[src/rtl/alu_issue_ctrl.sv]
// ---------------------------------------------------------------------------
// alu_issue_ctrl
//
// Issue/writeback controller sitting in front of the 8-bit arithmetic cells
// (sum, minus, multiply, division, compare). One operation is accepted per
// in_valid/in_ready handshake. Its operands are registered onto cell_a/cell_b
// and held stable for the execution window. The selected cell output is then
// captured into a 16-bit result register and offered downstream via
// out_valid/out_ready. An 8-bit accumulator holds the low byte of the last
// completed result so that operations can be chained (in_use_acc).
//
// Parameters
//   MULDIV_WAIT : extra EXEC cycles for MUL/DIV (multicycle cells), 0..7
//
// Ports
//   clk, reset            : clock (rising edge), synchronous active-high reset
//   in_valid/in_ready     : operation handshake
//   in_op                 : 0 ADD 1 SUB 2 MUL 3 DIV 4 CMP_EQ 5 CMP_GT 6 CMP_LT 7 CLRACC
//   in_a, in_b            : operands; in_use_acc replaces in_a with acc
//   cell_a, cell_b        : registered operands fed to every cell
//   cmp_sel               : compare cell function (0 ==, 1 >, 2 <)
//   sum_in .. cmp_in      : cell outputs
//   out_valid/out_ready   : result handshake
//   out_result            : registered result
//   out_zero, out_divz    : result == 0, last op was DIV by zero
//   acc                   : accumulator
// ---------------------------------------------------------------------------
module alu_issue_ctrl #(
    parameter int MULDIV_WAIT = 2
) (
    input  logic        clk,
    input  logic        reset,
    input  logic        in_valid,
    output logic        in_ready,
    input  logic [2:0]  in_op,
    input  logic [7:0]  in_a,
    input  logic [7:0]  in_b,
    input  logic        in_use_acc,
    output logic [7:0]  cell_a,
    output logic [7:0]  cell_b,
    output logic [1:0]  cmp_sel,
    input  logic [7:0]  sum_in,
    input  logic [7:0]  minus_in,
    input  logic [7:0]  quot_in,
    input  logic [7:0]  rem_in,
    input  logic [15:0] mul_in,
    input  logic        cmp_in,
    output logic        out_valid,
    input  logic        out_ready,
    output logic [15:0] out_result,
    output logic        out_zero,
    output logic        out_divz,
    output logic [7:0]  acc
);

    localparam logic [2:0] OP_ADD    = 3'd0;
    localparam logic [2:0] OP_SUB    = 3'd1;
    localparam logic [2:0] OP_MUL    = 3'd2;
    localparam logic [2:0] OP_DIV    = 3'd3;
    localparam logic [2:0] OP_CMP_EQ = 3'd4;
    localparam logic [2:0] OP_CMP_GT = 3'd5;
    localparam logic [2:0] OP_CMP_LT = 3'd6;
    localparam logic [2:0] OP_CLRACC = 3'd7;

    localparam logic [2:0] WAIT_CYCLES = 3'(MULDIV_WAIT);

    typedef enum logic [1:0] {
        S_IDLE,
        S_EXEC,
        S_DONE
    } state_t;

    state_t      state_q,   state_d;
    logic [2:0]  op_q,      op_d;
    logic [2:0]  cnt_q,     cnt_d;
    logic [7:0]  cell_a_q,  cell_a_d;
    logic [7:0]  cell_b_q,  cell_b_d;
    logic [1:0]  cmp_sel_q, cmp_sel_d;
    logic [15:0] result_q,  result_d;
    logic        zero_q,    zero_d;
    logic        divz_q,    divz_d;
    logic [7:0]  acc_q,     acc_d;

    logic [15:0] cell_result;
    logic        div_by_zero;

    // Result selection from the cell outputs for the op being executed.
    always_comb begin
        cell_result = 16'h0000;
        div_by_zero = (op_q == OP_DIV) && (cell_b_q == 8'h00);
        case (op_q)
            OP_ADD:    cell_result = {8'h00, sum_in};
            OP_SUB:    cell_result = {8'h00, minus_in};
            OP_MUL:    cell_result = mul_in;
            OP_DIV:    cell_result = div_by_zero ? 16'h0000 : {rem_in, quot_in};
            OP_CMP_EQ,
            OP_CMP_GT,
            OP_CMP_LT: cell_result = {15'b0, cmp_in};
            OP_CLRACC: cell_result = 16'h0000;
            default:   cell_result = 16'h0000;
        endcase
    end

    // Next-state and datapath update.
    always_comb begin
        state_d   = state_q;
        op_d      = op_q;
        cnt_d     = cnt_q;
        cell_a_d  = cell_a_q;
        cell_b_d  = cell_b_q;
        cmp_sel_d = cmp_sel_q;
        result_d  = result_q;
        zero_d    = zero_q;
        divz_d    = divz_q;
        acc_d     = acc_q;

        case (state_q)
            S_IDLE: begin
                if (in_valid) begin
                    op_d     = in_op;
                    cell_a_d = in_use_acc ? acc_q : in_a;
                    cell_b_d = in_b;
                    // Compare select only changes for compare ops so the
                    // compare cell input is quiet during other operations.
                    case (in_op)
                        OP_CMP_EQ: cmp_sel_d = 2'd0;
                        OP_CMP_GT: cmp_sel_d = 2'd1;
                        OP_CMP_LT: cmp_sel_d = 2'd2;
                        default:   cmp_sel_d = cmp_sel_q;
                    endcase
                    cnt_d   = (in_op == OP_MUL || in_op == OP_DIV) ? WAIT_CYCLES : 3'd0;
                    state_d = S_EXEC;
                end
            end
            S_EXEC: begin
                if (cnt_q != 3'd0) begin
                    cnt_d = cnt_q - 3'd1;
                end else begin
                    result_d = cell_result;
                    zero_d   = (cell_result == 16'h0000);
                    divz_d   = div_by_zero;
                    acc_d    = cell_result[7:0];
                    state_d  = S_DONE;
                end
            end
            S_DONE: begin
                if (out_ready) begin
                    state_d = S_IDLE;
                end
            end
            default: state_d = S_IDLE;
        endcase
    end

    always_ff @(posedge clk) begin
        if (reset) begin
            state_q   <= S_IDLE;
            op_q      <= OP_ADD;
            cnt_q     <= 3'd0;
            cell_a_q  <= 8'h00;
            cell_b_q  <= 8'h00;
            cmp_sel_q <= 2'd0;
            result_q  <= 16'h0000;
            zero_q    <= 1'b0;
            divz_q    <= 1'b0;
            acc_q     <= 8'h00;
        end else begin
            state_q   <= state_d;
            op_q      <= op_d;
            cnt_q     <= cnt_d;
            cell_a_q  <= cell_a_d;
            cell_b_q  <= cell_b_d;
            cmp_sel_q <= cmp_sel_d;
            result_q  <= result_d;
            zero_q    <= zero_d;
            divz_q    <= divz_d;
            acc_q     <= acc_d;
        end
    end

    // in_ready is gated by reset so nothing is offered while reset is held.
    assign in_ready   = (state_q == S_IDLE) && !reset;
    assign out_valid  = (state_q == S_DONE);
    assign cell_a     = cell_a_q;
    assign cell_b     = cell_b_q;
    assign cmp_sel    = cmp_sel_q;
    assign out_result = result_q;
    assign out_zero   = zero_q;
    assign out_divz   = divz_q;
    assign acc        = acc_q;

endmodule

[config.mk]
export PLATFORM = sky130hd
export DESIGN_NAME = alu_issue_ctrl
export DESIGN_NICKNAME = d
export VERILOG_FILES = /design/src/rtl/alu_issue_ctrl.sv
export SDC_FILE = /design/constraint.sdc
export NUM_CORES = 1
export LEC_CHECK = 0
export ABC_AREA = 1
export ABC_CLOCK_PERIOD_IN_PS = 1950
export CORE_UTILIZATION = 41
export DETAILED_ROUTE_END_ITERATION = 10
export GPL_ROUTABILITY_DRIVEN = 0
export PLACE_DENSITY = 0.9
export SLEW_MARGIN = 20
export SYNTH_ARGS = -nofsm -noshare
export SYNTH_HDL_FRONTEND = slang
export SYNTH_SLANG_ARGS = --single-unit
export TNS_END_PERCENT = 10
[constraint.sdc]
create_clock -name clk -period 1.95 [get_ports clk]
set_clock_uncertainty 0.15 [all_clocks]
set_input_delay 0.585 -clock clk [delete_from_list [all_inputs] [get_ports clk]]
set_output_delay 0.585 -clock clk [all_outputs]
set_load 0.005 [all_outputs]
==> metrics.md <==
| Metric | Value |
|---|---|
| First-pass GRT wire length | ~11 mm |
| Cell area power density | between 600 and 700 nW/µm² |
| Fin nets | 570 |
| Crit path buffers/inverters | 1 |
| Place WS | -0.4499 ns |
| Pin count of the biggest net entering global routing | 25 |
| CP required | roughly 1.2 ns |
| Critical path class | register to output port |
| Reg-to-Reg Start | op_q[0] |
| Worst-path maximum fanout | 3 |
| Row count | 27 |
| Routing usage on met3 | 0.05517 |
| Met1 GRT Util | 0.2600 |
| DRC viols | 0 |
| Gr usage total | 0.2307 |
| Relative slew slack | 0.7109 |
| Crit path DAT | 1.19 ns |
| Share of cells above drive strength 1 | 0.1212 |
| DIE HEIGHT | between 70 and 80 µm |
| CP Launch Type | register |
| Starting DRC count in detailed routing | approximately 130 |
| Htree depth | 2 |
| Leakage | approximately 1.8 nW |
| Clock slew at reported path FFs | roughly 0.08 ns |
| Routed WL | slightly below 7 mm |
| FILL cells | 475 |
| Clock Latency Late Sink | roughly 0.29 ns |
| CP cell instances | clkdlybuf4s50_1 |
| Status | complete, no violations |
| DR WL/cell | approximately 12 µm |
| Setup ws final | approximately 0.021 ns |
| Ports | 119 |
| Die W | between 70 and 80 µm |
| CTS tree | yes |
| Port Buffers | approximately 120 |
| Cell accounting for the most synthesized area | dfxtp_1 |
| CTS root buffer | clkbuf_8 |
| Most common cell after layout, fill and taps aside | clkdlybuf4s50_1 |
| Final Hold Violating Endpoints | 0 |
| Actual slew at the worst max-slew pin | around 0.43 ns |
| Yosys reg bits | between 40 and 50 |
| Crit. End Element | output port |
| Vias | between 2000 and 3000 |
| Final period util | 0.9894 |
| CTS Buf Count | 5 |
| CP startpoint | cell_b[1] |
| Synth warnings | 0 |
| HPWL Detailed | about 5.2 mm |
| Min-Delay Path Class | register to register |
| Pins Over Slew Limit | 0 |
| Full die area | slightly above 6000 µm² |
| Vias per cell | just under 5 |
| Cell count after synthesis | 375 |
| Most common flop cell mapped by yosys | dfxtp_1 |
| Sequential fraction of the synthesis area | 0.3651 |
| Antenna diodes | 0 |
| Max Freq | 518.3 MHz |
| Mapped Area | around 2400 µm² |
| Layout area overhead | 59.60% |
| CP peak stage delay | approximately 0.52 ns |
| Netlist cell types | 28 |
| Max Cap Viol | 0 |
| CP delay by family, top | buffers and inverters |
| Largest cells by area after synthesis | dfxtp_1, nand2_1, nor2_1 |
| Setup violations, final | 0 |
| Commonest non-fill, non-tap cells in the layout | clkdlybuf4s50_1, nand2_1, nor2_1, inv_1, o21ai_0 |
| VDD IR max | 0.6047 mV |
| Routed Antenna Nets | 0 |
| Hold Crit Start | cell_b[4] |
| Async SR Flop Fraction | 0 |
| Number of global-route vias before repair | between 2000 and 3000 |
| Post-synth EDFFs | 0 |
| GRT Residual Overflow | 0 |
| Final setup TNS | 0 ns |
| # clock sinks | between 40 and 50 |
| Routing usage on met2 | 0.4261 |
| Clk buf depth | 2 |
| Core footprint | 5574 µm² |
| Initial antenna violation count | 0 |
| Initial Util | 0.4328 |
| Share of the synthesized area in the top cell type | 0.3651 |
| Min Clock Period, post-route | between 1.5 and 2 ns |
| Pre-antenna DRT Iters | 4 |
| Slowest CP cell | clkdlybuf4s50_1 |
| Synthesized area per cell | roughly 6.4 µm² |
| GRT busiest layer | met2 |
| Syn_nets | 450 |
path summary, 6_finish.rpt:
kind	slack [ns]	cells past startpoint	to
setup / recovery	0.02	1	cell_b[1]
hold / removal	0.32	2	cell_b[4]
setup reg to reg	0.18	10	out_zero
hold reg to reg	0.32	2	cell_b[4]
metal layers:
layer,share of wire,vias to the layer above
li1,-,1394
met1,0.41,1231
met2,0.52,87
met3,0.053,11
met4,0.015,0
met5,0,-
layout make-up:
| type | instances | area (µm²) | share of cell area |
|---|---|---|---|
| inverter | 58 | 217.7 | 0.05655 |
| multi-input combinational | 250 | 1189 | 0.3087 |
| clock buffer | 7 | 96.34 | 0.02502 |
| sequential | 44 | 912.1 | 0.2369 |
| tap | 72 | 90.09 | 0.02340 |
| timing repair buffer | 136 | 1345 | 0.3494 |
sequential cells by signal, summed over array words and instances, names as in the netlist:
name,cells
cell_a,8
out_zero,1
cnt_q,3
cell_b,8
cmp_sel,2
state_q,2
out_divz,1
out_result,16
op_q,3
timing repair:
action	CTS	global route
resized for setup	15	18
pin swaps	0	2
endpoints found under the setup margin	19	27
hold buffers	0	0
buffers inserted	0	1
where the power goes:
part	switching (mW)	internal [mW]
logic	0.395	0.525
clock network	0.293	0.316
registers	0.0843	1.01
worst reg2reg max path, stage by stage, from the launching register on:
cell and delay (ns):
dfxtp_2 0.38, nor2_1 0.36, o21ai_0 0.18, nand2_1 0.11, inv_1 0.04, nand2_1 0.06, o21ai_0 0.11, nand2_1 0.08
nor2_1 0.04, nand3_1 0.09, a21oi_2 0.06
logic make-up (layout without fill, tap and decap cells):
kind of cell             count (synthesis)  in the layout  synth area share
adder cells (fa/ha/maj)                  2              2           0.01037
AO/OA/AOI/OAI                           86             86            0.1950
flip-flops                              44             44            0.3651
buffers and inverters                   81            201            0.1463
AND/OR/NAND/NOR                        162            162            0.2832
metrics by stage:
step	hold slack, ns	instances	instance area, µm²	utilization	power (mW)
after floorplan	0.3095	375	2412	-	1.513
after global placement	0.3024	559	3689	0.6617	1.982
after detailed placement	0.3099	559	3689	0.6617	2.011
after CTS	0.3216	566	3792	0.6804	2.622
after global routing	0.3458	567	3850	0.6907	2.799
final	0.3229	567	3850	0.6907	2.621
cell usage after synthesis (2+ instances only):
cell type	number
inv_1	57
buf_4	10
nand2_1	79
or2_2	8
a21oi_1	32
nor2_1	61
o21ai_0	41
ha_1	2
dfxtp_1	44
buf_2	3
nand3_1	8
clkbuf_1	8
o221a_2	2
o211ai_1	4
a21boi_1	3
Note: power is estimated with default switching activity, not from simulation.
